`config.mk`:
```
export PLATFORM = sky130hd
export DESIGN_NAME = if_fetch_stage
export DESIGN_NICKNAME = d
export VERILOG_FILES = /design/src/rtl/if_fetch_stage.sv
export SDC_FILE = /design/constraint.sdc
export NUM_CORES = 1
export LEC_CHECK = 0
export ABC_AREA = 1
export CAP_MARGIN = 10
export CELL_PAD_IN_SITES_DETAIL_PLACEMENT = 1
export CELL_PAD_IN_SITES_GLOBAL_PLACEMENT = 1
export CORE_MARGIN = 2
export CORE_UTILIZATION = 31
export DETAILED_ROUTE_END_ITERATION = 10
export GPL_ROUTABILITY_DRIVEN = 0
export GPL_TIMING_DRIVEN = 0
export PLACE_DENSITY_LB_ADDON = 0.08
export SLEW_MARGIN = 20
export SYNTH_ARGS = -nofsm -noshare
export SYNTH_HDL_FRONTEND = slang
export SYNTH_SLANG_ARGS = --single-unit
export TNS_END_PERCENT = 100
```
`constraint.sdc`:
```
create_clock -name clk -period 1.8 [get_ports clk]
set_clock_uncertainty 0.15 [all_clocks]
set_input_delay 0.27 -clock clk [delete_from_list [all_inputs] [get_ports clk]]
set_output_delay 0.27 -clock clk [all_outputs]
set_load 0.01 [all_outputs]
```
`src/rtl/if_fetch_stage.sv`:
```
// Instruction-fetch stage: PC register, PC+4, imem request/ready handshake, IF/ID register.
// Optional IF_FETCH_PERF_EN adds saturating fetch/bubble counters.
module if_fetch_stage #(
   parameter logic [31:0] RESET_PC  = 32'h0000_0000,
   parameter logic [31:0] NOP_INSTR = 32'h0000_0000
) (
   input  logic        clk,
   input  logic        rst_n,
   input  logic [31:0] next_pc,
   output logic [31:0] pc,
   output logic [31:0] pc_plus4,
   output logic        imem_req,
   output logic [31:0] imem_addr,
   input  logic [31:0] imem_rdata,
   input  logic        imem_ready,
   input  logic        stall,
   input  logic        flush,
   output logic [31:0] if_id_instr,
   output logic [31:0] if_id_pc_plus4,
   output logic        if_id_valid
`ifdef IF_FETCH_PERF_EN
   ,
   output logic [31:0] perf_fetch_cnt,
   output logic [31:0] perf_bubble_cnt
`endif
);

   typedef enum logic [1:0] {
      ST_IDLE,
      ST_FETCH,
      ST_HOLD
   } state_t;

   state_t      state, state_nxt;
   logic [31:0] pc_q;
   logic [31:0] pc_aligned;
   logic [31:0] ifid_instr_q, ifid_pc4_q;
   logic        ifid_valid_q;
   logic [31:0] hold_instr_q, hold_pc4_q;

   logic        pc_load;
   logic        ifid_load;
   logic [31:0] ifid_instr_nxt, ifid_pc4_nxt;
   logic        ifid_valid_nxt;
   logic        hold_load, hold_clr;

   assign pc_aligned     = next_pc & 32'hFFFF_FFFC;
   assign pc             = pc_q;
   assign pc_plus4       = pc_q + 32'd4;
   assign imem_addr      = pc_q;
   assign imem_req       = (state == ST_FETCH);
   assign if_id_instr    = ifid_instr_q;
   assign if_id_pc_plus4 = ifid_pc4_q;
   assign if_id_valid    = ifid_valid_q;

   always_ff @(posedge clk or negedge rst_n) begin
      if (!rst_n) state <= ST_IDLE;
      else        state <= state_nxt;
   end

   // Each register is driven by an explicit load strobe; the strobe's valid bit
   // also distinguishes real instructions from bubbles for the perf counters.
   always_comb begin
      state_nxt      = state;
      pc_load        = 1'b0;
      ifid_load      = 1'b0;
      ifid_instr_nxt = NOP_INSTR;
      ifid_pc4_nxt   = '0;
      ifid_valid_nxt = 1'b0;
      hold_load      = 1'b0;
      hold_clr       = 1'b0;

      if (state != ST_IDLE && flush) begin
         ifid_load = 1'b1;
         pc_load   = 1'b1;
         hold_clr  = 1'b1;
         state_nxt = ST_FETCH;
      end else begin
         case (state)
            ST_IDLE: state_nxt = ST_FETCH;
            ST_FETCH: begin
               if (imem_ready && !stall) begin
                  ifid_load      = 1'b1;
                  ifid_instr_nxt = imem_rdata;
                  ifid_pc4_nxt   = pc_plus4;
                  ifid_valid_nxt = 1'b1;
                  pc_load        = 1'b1;
               end else if (imem_ready && stall) begin
                  hold_load = 1'b1;
                  state_nxt = ST_HOLD;
               end else if (!stall) begin
                  ifid_load = 1'b1;
               end
            end
            ST_HOLD: begin
               if (!stall) begin
                  ifid_load      = 1'b1;
                  ifid_instr_nxt = hold_instr_q;
                  ifid_pc4_nxt   = hold_pc4_q;
                  ifid_valid_nxt = 1'b1;
                  pc_load        = 1'b1;
                  state_nxt      = ST_FETCH;
               end
            end
            default: state_nxt = ST_IDLE;
         endcase
      end
   end

   always_ff @(posedge clk or negedge rst_n) begin
      if (!rst_n) begin
         pc_q <= RESET_PC;
      end else if (pc_load) begin
         pc_q <= pc_aligned;
      end
   end

   always_ff @(posedge clk or negedge rst_n) begin
      if (!rst_n) begin
         ifid_instr_q <= NOP_INSTR;
         ifid_pc4_q   <= '0;
         ifid_valid_q <= 1'b0;
      end else if (ifid_load) begin
         ifid_instr_q <= ifid_instr_nxt;
         ifid_pc4_q   <= ifid_pc4_nxt;
         ifid_valid_q <= ifid_valid_nxt;
      end
   end

   always_ff @(posedge clk or negedge rst_n) begin
      if (!rst_n) begin
         hold_instr_q <= '0;
         hold_pc4_q   <= '0;
      end else if (hold_clr) begin
         hold_instr_q <= '0;
         hold_pc4_q   <= '0;
      end else if (hold_load) begin
         hold_instr_q <= imem_rdata;
         hold_pc4_q   <= pc_plus4;
      end
   end

`ifdef IF_FETCH_PERF_EN
   logic [31:0] fetch_cnt_q, bubble_cnt_q;

   always_ff @(posedge clk or negedge rst_n) begin
      if (!rst_n) begin
         fetch_cnt_q  <= '0;
         bubble_cnt_q <= '0;
      end else if (ifid_load) begin
         if (ifid_valid_nxt && fetch_cnt_q != '1)
            fetch_cnt_q <= fetch_cnt_q + 32'd1;
         if (!ifid_valid_nxt && bubble_cnt_q != '1)
            bubble_cnt_q <= bubble_cnt_q + 32'd1;
      end
   end

   assign perf_fetch_cnt  = fetch_cnt_q;
   assign perf_bubble_cnt = bubble_cnt_q;
`endif

endmodule

```
==> key figures <==
Worst setup path
  – Reg2reg path depth: 10
  – Worst Setup SP: imem_addr[2]
  – Crit-path max FO: 5
  – CP Data Arrival Time: 2080 ps
  – RR Startpoint: state[0]
  – CP required: 1380 ps
  – Setup crit end kind: output port
  – R2R Path End: if_id_instr[15]
  – Reg-to-reg setup timing slack: -370 ps
  – Setup Crit Path Kind: reg2out
  – Worst Setup Start Kind: register

Drt
  – ANT nets after route: 0
  – Final WL: 34000 um
  – Routed via count: 8179
  – # DRC: 0
  – Initial DRC Count: 333
  – Via density: 4.88
  – Routed len/inst: 20.3 um
  – Drt first pass iters: 4

Cells and area
  – Antenna Cells: 0
  – Total Nets Final: 1414
  – P&R area growth vs syn: 89.3%
  – Final cell count without fillers: 1676
  – Fraction of layout cells with a size suffix above 1: 47.0%
  – Most frequent cells in the layout: nand2_1 (146), buf_4 (137), dfrtp_1 (135)
  – Final instance area: 0.0147 mm^2
  – Fin util: 60.2%
  – Most common cell after layout, fill and taps aside: nand2_1

Place
  – Port bufs: 220
  – Post-placement cell area: 0.0105 mm^2
  – Placed cells: 1467
  – Pre-CTS WS: -835 ps
  – Final HPWL from detailed placement: 19100 um

STA
  – Final Worst Setup Slack: -702 ps
  – Worst-margin pin slew: 587 ps
  – Max Slew Vio Count: 0
  – Unrepaired setup endpoints after global routing: yes
  – Tmin final: 2500 ps
  – Slew headroom: 60.8%
  – Final Cycle Share: 139%
  – Hold Fails Final Rpt: 0
  – Endpoints failing setup: 191
  – Peak Freq: 400 MHz

Run
  – Max_cap viols: 0

Floorplanning
  – Rows: 57
  – Chip Width: 162 um
  – DIE AREA: 0.0264 mm^2
  – Initial core utilization: 31.8%
  – Core Area: 0.0245 mm^2
  – I/O pin cnt: 231
  – Die H: 162 um

Synthesis
  – Syn_area_per_cell: 8.51 um^2
  – Synth Instances: 915
  – Seq/Total Area, Yosys: 50.5%
  – Synth cell types: 30
  – Synth warn: 0
  – Flops & latches, synth: 157
  – Syn Std Cell Area: 0.00778 mm^2

Clock tree
  – Cts bufs inserted: 17
  – Root Buffer: clkbuf_16
  – Clk sinks: 157
  – CTS tree: yes
  – H-tree levels: 4
  – Clk Latency, worst-skew pair: 430 ps
  – Longest Clk Path Bufs: 2
  – Worst-path clk slew: 80 ps

GRT
  – Antenna violations before repair: 0
  – GRT Overall Usage: 22.6%
  – Largest net degree at the start of global routing: 90
  – First-pass GRT wire length: 46200 um
  – Grt total ovfl: 0
  – Vias in the first global route: 8360

Power and ir drop
  – Leak: 7.31 nW
  – Worst VDD drop: 0.000749 V
  – Pwr dens: 1580 mW/mm^2

Run status
  – Status: finished, violations left
  – Failing checks: negative setup slack

Hold path
  – HP Class: in2async
## cell usage after synthesis (all sizes together)
| master | instances | area (um^2) |
|---|---|---|
| nand2 | 262 | 1000 |
| dfrtp | 157 | 3930 |
| inv | 120 | 450 |
| o22ai | 78 | 488 |
| buf | 66 | 420 |
| nand3 | 61 | 310 |
| nor2 | 43 | 219 |
| o21ai | 39 | 199 |
| a22o | 35 | 307 |
| clkbuf | 18 | 77.6 |
| xor2 | 14 | 160 |
| mux2 | 10 | 113 |
| ha | 5 | 62.6 |
| a22oi | 2 | 15.0 |
| and2 | 2 | 12.5 |
| conb | 1 | 3.75 |
| nand3b | 1 | 7.51 |
| o211ai | 1 | 7.51 |
## metal layers
layer	global-route usage [%]	vias up	part of all wire, %	wire, um
met5	0	-	0	0
met4	6.15	0	2.6	874
met3	3.97	52	3.8	1300
met2	39.2	234	51	17400
met1	29.1	4124	42	14400
li1	-	3769	-	-
## worst max-delay path: stages (launching register included)
cell,delay [ps]
dfrtp_2,430
inv_2,100
nor2_4,150
buf_6,140
nand2_8,60
nor2_4,190
buf_6,150
xor2_2,230
buf_2,200
## cell type report
cell class	instances	area [um^2]
Fill cell	2661	9730
Inverter	120	485
Sequential cell	157	3960
Clock inverter	12	140
Clock buffer	19	443
Timing Repair Buffer	398	4130
Timing Repair inverter	1	7.51
Multi-Input combinational cell	563	4330
Tap cell	324	405
Buffer	82	833
## registers in the layout, summed over array words and instances, names as in the netlist
register and cells:
imem_addr 30, if_id_valid 1, hold_instr_q 32, if_id_pc_plus4 30, state 2, if_id_instr 32
hold_pc4_q 30
## power breakdown
part	internal, W	switching (W)
Clock	0.00209	0.00159
Sequential	0.00449	0.000692
Combinational	0.00725	0.00711
Total	0.0138	0.00939
## kinds of logic (layout without fill, tap and decap cells)
kind of cell	Yosys count	after routing	share of synthesized area, %
mux	10	10	1.45
xor+xnor	14	14	2.06
compound gates	155	155	13.1
buf+inv	204	632	12.2
fa+ha+maj	5	5	0.804
flops	157	157	50.5
simple gates	369	371	19.9
other cells	1	8	0.0482
## worst max path at each step
stage                    endpoint  slack, ps  cells after the start
4_1_cts              pc_plus4[22]       -550                     10
5_1_grt              pc_plus4[15]       -710                      8
3_5_place_dp         pc_plus4[28]       -830                      8
2_1_floorplan  if_id_pc_plus4[12]        -10                      9
6_report             pc_plus4[15]       -700                      8
3_3_place_gp        imem_addr[22]      -6610                      1
## stage by stage
stage                     setup TNS [ps]  total power (W)  hold slack, ps
after global placement          -1123880           0.0133             314
after global routing              -56080           0.0243             255
after floorplan                    -12.5          0.00925            -176
after CTS                         -22160           0.0202             217
after detailed placement          -88470           0.0134             133
final                             -47400           0.0232             233
## repair_timing
item / 4_1_cts / 5_1_grt
setup endpoints to repair: 253 / 221
resized for setup: 537 / 326
gates cloned: 7 / 17
pin swaps: 67 / 77
buffers inserted: 123 / 45
hold buffers: 1 / 0
hold endpoints to repair: 68 / 0
(Power assumes the default switching activity.)
